[config.mk]
export PLATFORM = sky130hd
export DESIGN_NAME = traffic_phase_tracker
export DESIGN_NICKNAME = d
export VERILOG_FILES = /design/src/rtl/traffic_pkg.sv /design/src/rtl/traffic_phase_tracker.sv
export SDC_FILE = /design/constraint.sdc
export NUM_CORES = 1
export LEC_CHECK = 0
export CAP_MARGIN = 40
export CORE_AREA = 2 2 39 41
export DETAILED_ROUTE_END_ITERATION = 10
export DIE_AREA = 0 0 41 43
export PLACE_DENSITY = 0.67
export RECOVER_POWER = 50
export SKIP_LAST_GASP = 1
export SLEW_MARGIN = 20
export SYNTH_ARGS = -nofsm -noshare
export SYNTH_HDL_FRONTEND = slang
export SYNTH_SLANG_ARGS = --single-unit
export TNS_END_PERCENT = 1
[constraint.sdc]
create_clock -name clk -period 1.33 [get_ports clk]
set_input_delay 0.266 -clock clk [delete_from_list [all_inputs] [get_ports clk]]
set_output_delay 0.266 -clock clk [all_outputs]
set_load 0.03 [all_outputs]
[src/rtl/traffic_pkg.sv]
// traffic_pkg: lamp codes, phases and fault codes shared by the controller and the checker
package traffic_pkg;
  localparam logic [2:0] GREEN = 3'b101;
  localparam logic [2:0] YELLOW = 3'b001;
  localparam logic [2:0] RED = 3'b011;
  localparam logic [2:0] LAMP_G = 3'b001;
  localparam logic [2:0] LAMP_Y = 3'b010;
  localparam logic [2:0] LAMP_R = 3'b100;
  typedef enum logic [1:0] {PH_RED, PH_GREEN, PH_YELLOW} phase_t;
  typedef enum logic [2:0] {FC_NONE, FC_INVALID, FC_CONFLICT, FC_SEQ, FC_YELLOW} fault_code_t;
endpackage

[src/rtl/traffic_phase_tracker.sv]
// traffic_phase_tracker: per-direction decode, phase order check and yellow duration timer
module traffic_phase_tracker
  import traffic_pkg::*;
#(
  parameter int YELLOW_MIN = 5,
  parameter int YELLOW_MAX = 5
) (
  input  logic       clk,
  input  logic       reset_n,
  input  logic       clr,
  input  logic [2:0] code,
  input  logic       prev_valid,
  output logic [2:0] lamp,
  output logic       is_red,
  output logic       invalid,
  output logic       seq_err,
  output logic       yellow_err,
  output logic       r2g
);
  localparam int TW = $clog2(YELLOW_MAX + 2);
  phase_t r_phase, w_phase;
  logic [TW-1:0] r_ycnt, w_ycnt;
  logic w_yel, w_chk;
  always_comb begin
    invalid = code != GREEN && code != YELLOW && code != RED;
    w_phase = code == GREEN ? PH_GREEN : code == YELLOW ? PH_YELLOW : PH_RED;
    lamp = invalid ? LAMP_R : w_phase == PH_GREEN ? LAMP_G : w_phase == PH_YELLOW ? LAMP_Y : LAMP_R;
    is_red = !invalid && w_phase == PH_RED;
    w_yel = !invalid && w_phase == PH_YELLOW;
    w_ycnt = r_ycnt == TW'(YELLOW_MAX + 1) ? r_ycnt : r_ycnt + 1'b1;
    // order and short-yellow checks need a trusted previous phase
    w_chk = prev_valid && !invalid;
    seq_err = w_chk && ((r_phase == PH_GREEN && w_phase == PH_RED) ||
                        (r_phase == PH_YELLOW && w_phase == PH_GREEN) ||
                        (r_phase == PH_RED && w_phase == PH_YELLOW));
    yellow_err = (w_yel && w_ycnt > TW'(YELLOW_MAX)) ||
                 (w_chk && r_phase == PH_YELLOW && !w_yel && r_ycnt < TW'(YELLOW_MIN));
    r2g = w_chk && r_phase == PH_RED && w_phase == PH_GREEN;
  end
  always_ff @(posedge clk) begin
    if (!reset_n) begin
      r_phase <= PH_RED;
      r_ycnt <= '0;
    end else begin
      if (!invalid) r_phase <= w_phase;
      r_ycnt <= (clr || !w_yel) ? '0 : w_ycnt;
    end
  end
endmodule

==> flow_summary.toml <==
[outcome]
status = "complete, but fails checks"
violations = "negative setup slack"

[pwr]
p_per_area_nw_per_um2 = 599.8
p_leak_nw = 0.3217
power.total_uw = 441.3
peakVddDrop_v = 0.0004974

[synth]
yosys.area_share.simple_pct = 37.88
synth.ff_latch_count = 5
synth.avg_cell_area_um2 = 9.400
async_flop_share_pct = 0
postSynthNetCount = 48
netlist_area_um2 = 366.6
yosys.area_share.xor_xnor_pct = 4.778
synth_top_cell_by_area = "dfxtp_1"
ys_warn_count = 0
synth.area.mux_share_pct = 0
synthAdderAreaFrac_pct = 6.826
synth_compound_area_share_pct = 20.14
yosys_most_used_dff = "dfxtp_1"
synth_edf_count = 0
synth_top_family_by_area = "simple AND/OR/NAND/NOR gates"
synth_cell_types = 26
synth_common_cells = "dfxtp_1 (5), inv_1 (3), nor2_1 (3)"
synth.most_common_cell = "dfxtp_1"
synth_area_leaders = "dfxtp_1 (27%), ha_1 (6.8%), nor3b_4 (5.1%)"
yosysTopAreaCellShare_pct = 27.30
synth_seq_area_share_pct = 27.30
syn_inst = 39

[grt]
grt_util_all_layers_pct = 12.76
grt_pass1_wl_mm = 1.545
antenna_found_initial = 0
grt.overflow.total = 0
grt_pass1_vias = 398
grt_max_degree = 8

[detailed_routing]
ant_nets = 0
vias = 393
drt-pass1-iter-count = 3
routed_wl_um = 893
drtIter0Drc = 4
via_per_inst = 4.570
drc = 0
wl_per_cell_um = 10.38

[layout]
multiInputGateArea_um2 = 346.6
fin_nets = 80
syn_to_final_growth_pct = 100.7
ff_latch_area_um2 = 102.6
drive_gt1_share_pct = 58.57
nFillCells = 126
diodes = 0

[placement]
dp_hpwl_um = 760.5
port_buffers = 14
gp_congestion = 0.7392

[critical_path]
path_delay_family = "compound AO/OA/AOI/OAI gates"
crit_start = "r_ycnt[0]"
cp-end-kind = "primary output"
endpoint = "yellow_err"
crit_fanout = 3
reg2reg_to = "r_ycnt[0]"
crit_type = "register to primary output"
rr_worst_depth = 6
start_kind = "register"
crit_cells = 6
cp.required_ns = 1.06
ff2ff_setup_slack_ns = 0.23
worstPathArrival_ns = 1.47
path_buf_inv = 2
cp_slowest_stage_delay_ns = 0.34
cp_cell_sequence = "inv_2 -> ha_4 -> and3_1 -> o31ai_4 -> o31ai_4 -> buf_6"
timing.rr.start = "r_ycnt[0]"
cp_slowest_cell = "dfxtp_2"
cpMostUsedCell = "o31ai_4"

[cts]
htree_levels = 1
cts_inserted_buffers = 3
clkLatencyLatePin_ns = 0.23
postCtsSetupBuffers = 0
clk_pin_slew_ns = 0.04
cts_num_sinks = 5
clk_path_buf_depth = 2
cts_tree = "built"
cts_root_buf = "clkbuf_4"

[floorplanning]
rows = 14
die_y_um = 43
die_area_um2 = 1763
start_util_pct = 26.49
core_um2 = 1384
die_w_um = 41
io_pins = 15

[worst_hold_path]
hold_class = "register to register"
hold_depth = 2

[run]
cap_violations = 0

[sta]
hold_viol = 0
skew_ns = 0.00005679
min_period_ns = 1.739
slew_viol_final = 0
slew_headroom_pct = 79.24
worst_slack_ns = -0.4086
rsz0062_at_grt = "true"
hold_ws_ns = 0.5568
timing.fmax_mhz = 575.2
worstMarginPinSlew_ns = 0.3114
setup_viol = 8
fin_crit_sh_pct = 130.7
[cells by family (layout without fill, tap and decap cells)]
logic type                 Yosys count  in the layout
and+or+nand+nor                     18             18
AOI/OAI and AO/OA                    9              9
DFF                                  5              5
buffers and inverters                3             34
adders and majority gates            2              2
xor gates and xnor gates             2              2
[layer usage]
layer / part of all wire [%] / routed length, um / up-vias / global-route usage, %
li1: - / - / 208 / -
met1: 48 / 425 / 177 / 16.77
met2: 48 / 431 / 6 / 18.75
met3: 1.8 / 16 / 2 / 0
met4: 2.1 / 19 / 0 / 10.00
met5: 0 / 0 / - / 0
[stage by stage]
stage / instances / worst slack (ns) / area [um^2] / setup TNS (ns) / utilization, %
CTS: 86 / -0.4788 / 695.7 / -3.322 / 50.27
global placement: 82 / -0.5330 / 665.6 / -4.341 / 48.10
detailed placement: 82 / -0.4795 / 665.6 / -4.489 / 48.10
finish: 86 / -0.4086 / 735.7 / -1.116 / 53.16
global route: 86 / -0.4742 / 735.7 / -1.587 / 53.16
floorplan: 39 / -0.08821 / 427.9 / -0.1658 / -
[worst min path at each step]
stage,end,slack [ns],startpoint
global placement,r_ycnt[1],0.58,r_ycnt[1]
detailed placement,r_ycnt[1],0.59,r_ycnt[1]
global route,r_ycnt[1],0.58,r_ycnt[1]
floorplan,r_phase[1],0.39,reset_n
CTS,r_ycnt[1],0.56,r_ycnt[1]
finish,r_ycnt[1],0.56,r_ycnt[1]
[layout make-up]
cell class              instances  share of cell area (%)
flip-flops and latches          5                   13.95
clock buffers                   4                   3.571
well taps                      16                   2.721
multi-input cells              31                   47.11
repair buffers                 27                   31.12
inverters                       3                   1.531
[tightest hold or removal path, stage by stage, from the launching register on]
cell and delay (ns):
dfxtp_2 0.34, nor2_1 0.13, a211oi_2 0.04
[power breakdown]
part | switching, mW | leakage (nW) | total [mW] | internal [mW]
clock network | 0.0525 | 0.0150 | 0.165 | 0.113
logic | 0.0535 | 0.265 | 0.116 | 0.0626
registers | 0.00574 | 0.0416 | 0.160 | 0.154
[state kept, by name, summed over array words and instances, names as in the netlist]
name and cells:
r_phase 2, r_ycnt 3
[placed cells by master, fill, tap and decap left out, types with 2 or more instances in the layout]
master	instances
buf_4	16
buf_6	3
clkbuf_1	2
clkbuf_4	4
clkdlybuf4s50_1	3
dfxtp_1	3
dfxtp_2	2
dlymetal6s2s_1	2
inv_1	2
nor2_1	3
nor3b_4	2
o21ai_0	2
o31ai_4	2
[timing repair]
| action | 4_1_cts | 5_1_grt |
|---|---|---|
| gates resized for setup | 3 | 9 |
| hold buffers | 0 | 0 |
| endpoints found under the setup margin | 11 | 12 |
| pin swaps | 2 | 3 |
No activity file was read; power rests on OpenSTA's default activity.
